$ cat src/rtl/or_arbiter.sv
// Four-requester round-robin arbiter feeding a one-deep registered OR unit.
// The granted requester's A|B lands in the result register on the next edge.
// The register can be refilled in the same cycle that the consumer drains it.
//
// state | meaning
// ------+------------------------------------------------
// IDLE  | result register empty, any pending request may be granted
// FULL  | result register holds res_data/res_id, res_valid=1
module or_arbiter #(
    parameter int WIDTH = 8
) (
    input  logic                 clk,
    input  logic                 rst_n,
    input  logic [3:0]           req_valid,
    input  logic [4*WIDTH-1:0]   req_a,
    input  logic [4*WIDTH-1:0]   req_b,
    output logic [3:0]           req_ready,
    output logic                 res_valid,
    output logic [WIDTH-1:0]     res_data,
    output logic [1:0]           res_id,
    input  logic                 res_ready,
    output logic [15:0]          op_count
);

    typedef enum logic {
        IDLE = 1'b0,
        FULL = 1'b1
    } state_t;

    state_t           state_q;
    state_t           state_d;
    logic [1:0]       ptr;
    logic             slot_free;
    logic             gnt_vld;
    logic [1:0]       gnt_idx;
    logic             grant;
    logic [WIDTH-1:0] op_a;
    logic [WIDTH-1:0] op_b;

    // Reset gates the grant so nothing is accepted while rst_n is low.
    assign slot_free = rst_n && ((state_q == IDLE) || res_ready);
    assign grant     = slot_free && gnt_vld;
    assign res_valid = (state_q == FULL);

    // Round-robin search starting at ptr; first valid requester wins.
    always_comb begin
        logic [1:0] cand;
        cand    = ptr;
        gnt_vld = 1'b0;
        gnt_idx = ptr;
        for (int k = 0; k < 4; k++) begin
            cand = ptr + k[1:0];
            if (!gnt_vld && req_valid[cand]) begin
                gnt_vld = 1'b1;
                gnt_idx = cand;
            end
        end
    end

    // One-hot grant, depends only on valid, state, res_ready and ptr.
    always_comb begin
        req_ready = 4'b0000;
        if (grant) begin
            req_ready[gnt_idx] = 1'b1;
        end
    end

    // Select the granted requester's operands.
    always_comb begin
        op_a = '0;
        op_b = '0;
        for (int i = 0; i < 4; i++) begin
            if (gnt_idx == i[1:0]) begin
                op_a = req_a[i*WIDTH +: WIDTH];
                op_b = req_b[i*WIDTH +: WIDTH];
            end
        end
    end

    // Next-state logic: a grant always fills the register; a drain without
    // a grant empties it.
    always_comb begin
        state_d = state_q;
        case (state_q)
            IDLE: if (grant) state_d = FULL;
            FULL: if (res_ready && !grant) state_d = IDLE;
            default: state_d = IDLE;
        endcase
    end

    // State register.
    always_ff @(posedge clk) begin
        if (!rst_n) begin
            state_q <= IDLE;
        end else begin
            state_q <= state_d;
        end
    end

    // Result register, priority pointer and operation counter.
    always_ff @(posedge clk) begin
        if (!rst_n) begin
            res_data <= '0;
            res_id   <= 2'd0;
            ptr      <= 2'd0;
            op_count <= 16'd0;
        end else if (grant) begin
            res_data <= op_a | op_b;
            res_id   <= gnt_idx;
            ptr      <= gnt_idx + 2'd1;
            op_count <= op_count + 16'd1;
        end
    end

endmodule
$ cat config.mk
export PLATFORM = sky130hd
export DESIGN_NAME = or_arbiter
export DESIGN_NICKNAME = d
export VERILOG_FILES = /design/src/rtl/or_arbiter.sv
export SDC_FILE = /design/constraint.sdc
export NUM_CORES = 1
export LEC_CHECK = 0
export ABC_AREA = 0
export BUFFER_PORTS_ARGS = -buffer_cell sky130_fd_sc_hd__buf_2
export CAP_MARGIN = 20
export CORE_MARGIN = 3
export CORE_UTILIZATION = 47
export CTS_CLUSTER_SIZE = 25
export DETAILED_ROUTE_END_ITERATION = 7
export PLACE_DENSITY = 0.86
export SYNTH_ARGS = -nofsm -noshare
export SYNTH_HDL_FRONTEND = slang
export SYNTH_SLANG_ARGS = --single-unit
$ cat constraint.sdc
create_clock -name clk -period 5.85 [get_ports clk]
set_input_delay 0.2925 -clock clk [delete_from_list [all_inputs] [get_ports clk]]
set_output_delay 0.2925 -clock clk [all_outputs]
set_load 0.02 [all_outputs]
### After elaboration in Yosys (flattened, before gate mapping)

Cells that the tools add are included.

* logic and storage cells: 63
* output and inout port bits: 31
* bits of input ports: 71
* register bits after elaboration: 29

* reductions and logical operators: 13
* order comparisons: 6
* muxes and demuxes: 29
* add/sub/neg operators: 5
* equal/unequal tests: 3
* bitwise logic cells: 2

Operator list (count)
* $mux W8: 8
* $add A16 B1 Y16 const B: 1
* $lt A2 B3 Y1 const B: 5
* $mux W1: 11
* $bmux W1 S2: 4
* $or A8 B8 Y8: 1
* $logic_and A1 B1 Y1: 7
* $mux W2: 3
* $add A2 B1 Y2 const B: 2
* $add A2 B2 Y2 const B: 2
* $eq A2 B2 Y1 const B: 2
* $logic_not A1 Y1: 4
* $mux W4: 1
* $demux W1 S2: 1
* $eq A2 B1 Y1 const B: 1
* $ge A2 B1 Y1 const B: 1
* $logic_not A2 Y1: 1
* $pmux W1 S2: 1
* $logic_or A1 B1 Y1: 1
* $not A1 Y1: 1

### Logic depth before layout (Yosys ltp)

* depth after elaboration: 18
* depth in mapped cells: 10

### Worst setup path before layout

Ideal clock, no wire load.

* path kind: register -> register
* start point: reg ptr[1]
* end point: reg res_data[0]
* period minus slack after synthesis: 2.046 ns
* cell stages (with the launch flop): 11
* data arrival time: 1.972 ns
* path slack: 3.804 ns
* cells stage by stage: dfxtp_1 nor3_1 or2_2 a21oi_1 nand2b_1 ha_1 clkbuf_1 nor2_1 a22oi_1 nand2_1 a31oi_1

* longest elaborated chain between the ends: 18
* elaborated cells on any way between the ends: 38
* those cells by class: 3 x add/sub; 3 x eq/ne; 23 x mux; 1 x bitwise; 8 x reduce/logical

RTL lines
* start: declaration: RTL line 32 `logic [1:0] ptr;`
* start signal: assignment: RTL line 110 `ptr <= gnt_idx + 2'd1;`
* branches (longest 11 deep; another with $add A2 B1 Y2)
* $mux W2 (*): RTL line 53 `if (!gnt_vld && req_valid[cand]) begin`
* via gnt_idx[1]: RTL line 35 `logic [1:0] gnt_idx;`
* $logic_not A2 Y1: RTL line 73 `if (gnt_idx == i[1:0]) begin`
* $mux W8 (4 in series): RTL line 73
* $or A8 B8 Y8 (*): RTL line 108 `res_data <= op_a | op_b;`
* end signal: assignment: RTL line 108
* end: declaration: RTL line 19 `output logic [WIDTH-1:0] res_data,`

Mark *: on every way through the listed nets, which the timed path passes. The select of a mux whose other input is x is not followed.
A chain may end at the register's enable or synchronous reset.

### Final worst setup path

* start point: reg ptr[1]
* end point: out req_ready[3]

* longest elaborated chain between the ends: 17
* elaborated cells on any way between the ends: 31
* those cells by class: 3 x add/sub; 2 x order compare; 18 x mux; 8 x reduce/logical

RTL lines
* branches (longest 11 deep; another with $add A2 B1 Y2)
* $mux W2 (*): RTL line 53
* via gnt_idx[1]: RTL line 35
* $lt A2 B3 Y1 (implied by the code) or $ge A2 B1 Y1 (tied branches): RTL line 64 `req_ready[gnt_idx] = 1'b1;`
* $logic_and A1 B1 Y1 (implied by the code): RTL line 64
* $mux W1 (implied by the code): RTL line 64
* $demux W1 S2 (*): RTL line 64
* $mux W4 (*): RTL line 63 `if (grant) begin`
* end: declaration: RTL line 17 `output logic [3:0] req_ready,`

Marks and branches as above.

==> impl_metrics.json <==
{
  "core_area_um2": 3420,
  "via_per_inst": 5.46,
  "drive_gt1_share_pct": 36.2,
  "antennaDiodeCount": 0,
  "grt_pass1_vias": 1811,
  "fin_skew_ps": 8.15,
  "initial_core_util_pct": 49.8,
  "port_buffers": 101,
  "synth_warnings": 0,
  "die_area_um2": 4380,
  "max_freq_ghz": 0.374,
  "synth_nets": 297,
  "ant_nets": 0,
  "cts_tree": "done",
  "dr_total_vias": 1987,
  "relSlewSlack_pct": 62.5,
  "wl_per_cell_um": 13.7,
  "synth_edf_count": 0,
  "tightest_slew_ps": 560,
  "fp.dieW_um": 66.2,
  "grt_overflow": 0,
  "yosysSeqAreaShare_pct": 34.1,
  "routed_wl_um": 4970,
  "clk_latency_ps": 320,
  "crit_path_end": "req_ready[3]",
  "setup_tns_ps": 0,
  "synth-seq-cells": 29,
  "io_pins": 102,
  "cts_max_level": 2,
  "rows": 21,
  "final_nets": 393,
  "place_ws_ps": 3400,
  "timing.rr.start": "ptr[0]",
  "hold_class": "in -> reg",
  "rsz0062_at_grt": "false",
  "worstSetupPathType": "reg -> out",
  "finalSetupViolCount": 0,
  "clkTransAtPathRegs_ps": 90,
  "max-cap-violations": 0,
  "drc": 0,
  "gp_congestion": 0.848,
  "worstPathArrival_ps": 2380,
  "cts_hold_buffers": 0,
  "dpl.hpwl_um": 3910,
  "crit_start": "ptr[1]",
  "syn_inst": 221,
  "cts_buffers": 5,
  "critPathRequiredTime_ps": 5560,
  "clockBufferDepth": 2,
  "post_cts_resized": 0,
  "grt_max_degree": 29,
  "drtPass1Iterations": 4,
  "reg2reg_depth": 8,
  "p_leak_nw": 1.06,
  "power.density_nw_per_um2": 236,
  "synthArstFlopShare_pct": 0,
  "synth_area_um2": 1700,
  "r2r_slack_ps": 3380,
  "cp_max_fo": 16,
  "yosys_most_used_dff": "dfxtp_1",
  "ir_drop_mv": 0.151,
  "cts_root_buf": "clkbuf_4",
  "regToRegEndpoint": "res_data[6]",
  "track_usage_pct": 23.1,
  "grt_pass1_wl_um": 7850,
  "syn_area_per_cell_um2": 7.70,
  "drtIter0Drc": 107,
  "die_y_um": 66.2,
  "slew_violations": 0,
  "layout_setup_ws_ps": 3180,
  "clock-sinks": 29,
  "period_needed_ps": 2670,
  "finalHoldViolCount": 0,
  "total_power_mw": 0.530,
  "syn2layout_area_growth_pct": 32.1,
  "synth_cell_types": 38,
  "antenna_found_initial": 0,
  "status": "complete, no violations",
  "period_share_pct": 45.7,
  "cp-end-kind": "output pin",
  "start_kind": "register",
  "cts_setup_buffers": 0
}
[final cells by class]
cell class              instances  area (µm²)
repair buffers                101         505
well taps                      46        57.6
clock buffers                   6        41.3
multi-input cells             174        1030
clock inverters                 2        10.0
flip-flops and latches         29         581
fillers                       323        1170
inverters                       6        22.5
[kinds of logic after synthesis]
family | after synthesis | synth area share [%]
xor gates and xnor gates | 5 | 3.01
AOI/OAI and AO/OA | 76 | 26.3
adders and majority gates | 5 | 3.68
muxes | 3 | 1.76
buffers and inverters | 18 | 5.37
and+or+nand+nor | 85 | 25.8
DFF | 29 | 34.1
[synth_stat cells (3+ instances only)]
| library cell | number | area share (%) |
|---|---|---|
| a21oi_1 | 21 | 6.2 |
| a22oi_1 | 8 | 3.5 |
| a31oi_1 | 7 | 2.6 |
| and3_1 | 4 | 1.5 |
| buf_6 | 3 | 2.0 |
| clkbuf_1 | 7 | 1.5 |
| dfxtp_1 | 29 | 34 |
| ha_1 | 5 | 3.7 |
| inv_1 | 6 | 1.3 |
| mux2i_1 | 3 | 1.8 |
| nand2_1 | 18 | 4.0 |
| nand2b_1 | 3 | 1.1 |
| nand3_1 | 4 | 1.2 |
| nand4_1 | 3 | 1.1 |
| nor2_1 | 27 | 6.0 |
| nor2b_1 | 6 | 2.2 |
| o21ai_0 | 23 | 6.8 |
| o21ai_1 | 4 | 1.2 |
| o31ai_1 | 7 | 3.1 |
| or4_1 | 8 | 3.5 |
| xor2_1 | 4 | 2.1 |
[where the power goes]
group	leakage [nW]	internal, mW	switching, mW
sequential	0.238	0.215	0.0123
combinational	0.789	0.0753	0.112
clock	0.0320	0.0457	0.0694
total	1.06	0.336	0.194
[critical path: stages, from the launching register on]
cell      delay, ps
dfxtp_1         420
nor3_1           70
or2_2           270
a21oi_1         210
nand2b_1        190
ha_1            480
inv_1           110
nor2_1          140
buf_2           180
[worst min path at each step]
stage	startpoint	end	slack [ps]	cells past startpoint
floorplan	ptr[0]	ptr[0]	520	2
global placement	op_count[15]	op_count[15]	460	2
detailed placement	res_data[6]	res_data[6]	470	2
CTS	req_b[26]	res_data[2]	270	3
global route	req_a[24]	res_data[0]	300	3
finish	req_b[26]	res_data[2]	290	3
[metal layers]
layer / track usage, % / wire length (µm) / share of wire [%] / vias to the layer above
met5: 0 / 0 / 0 / -
met3: 7.31 / 437 / 8.8 / 18
met1: 26.1 / 1970 / 40 / 875
met2: 38.9 / 2400 / 48 / 92
met4: 10.9 / 165 / 3.3 / 0
li1: - / - / - / 1002
[stage by stage]
| stage | cells | cell area (µm²) | utilization [%] | hold slack [ps] |
|---|---|---|---|---|
| 3_5_place_dp | 356 | 2200 | 64.3 | 468 |
| 3_3_place_gp | 356 | 2200 | 64.3 | 458 |
| 4_1_cts | 364 | 2250 | 65.8 | 274 |
| 6_report | 364 | 2250 | 65.8 | 287 |
| 5_1_grt | 364 | 2250 | 65.8 | 295 |
| 2_1_floorplan | 221 | 1700 | - | 516 |
[flip-flops by register name, summed over array words and instances (netlist names)]
signal     count
op_count      16
res_data       8
ptr            2
res_id         2
res_valid      1
[placed cells by master (no fill, tap or decap), drive strengths merged, types with 7 or more instances in the layout]
master  count
a31oi       7
a21oi      22
or4         8
dfxtp      29
nand2      18
nor2       27
o31ai       7
buf       101
o21ai      27
a22oi       8
No activity file was read; power rests on OpenSTA's default activity.
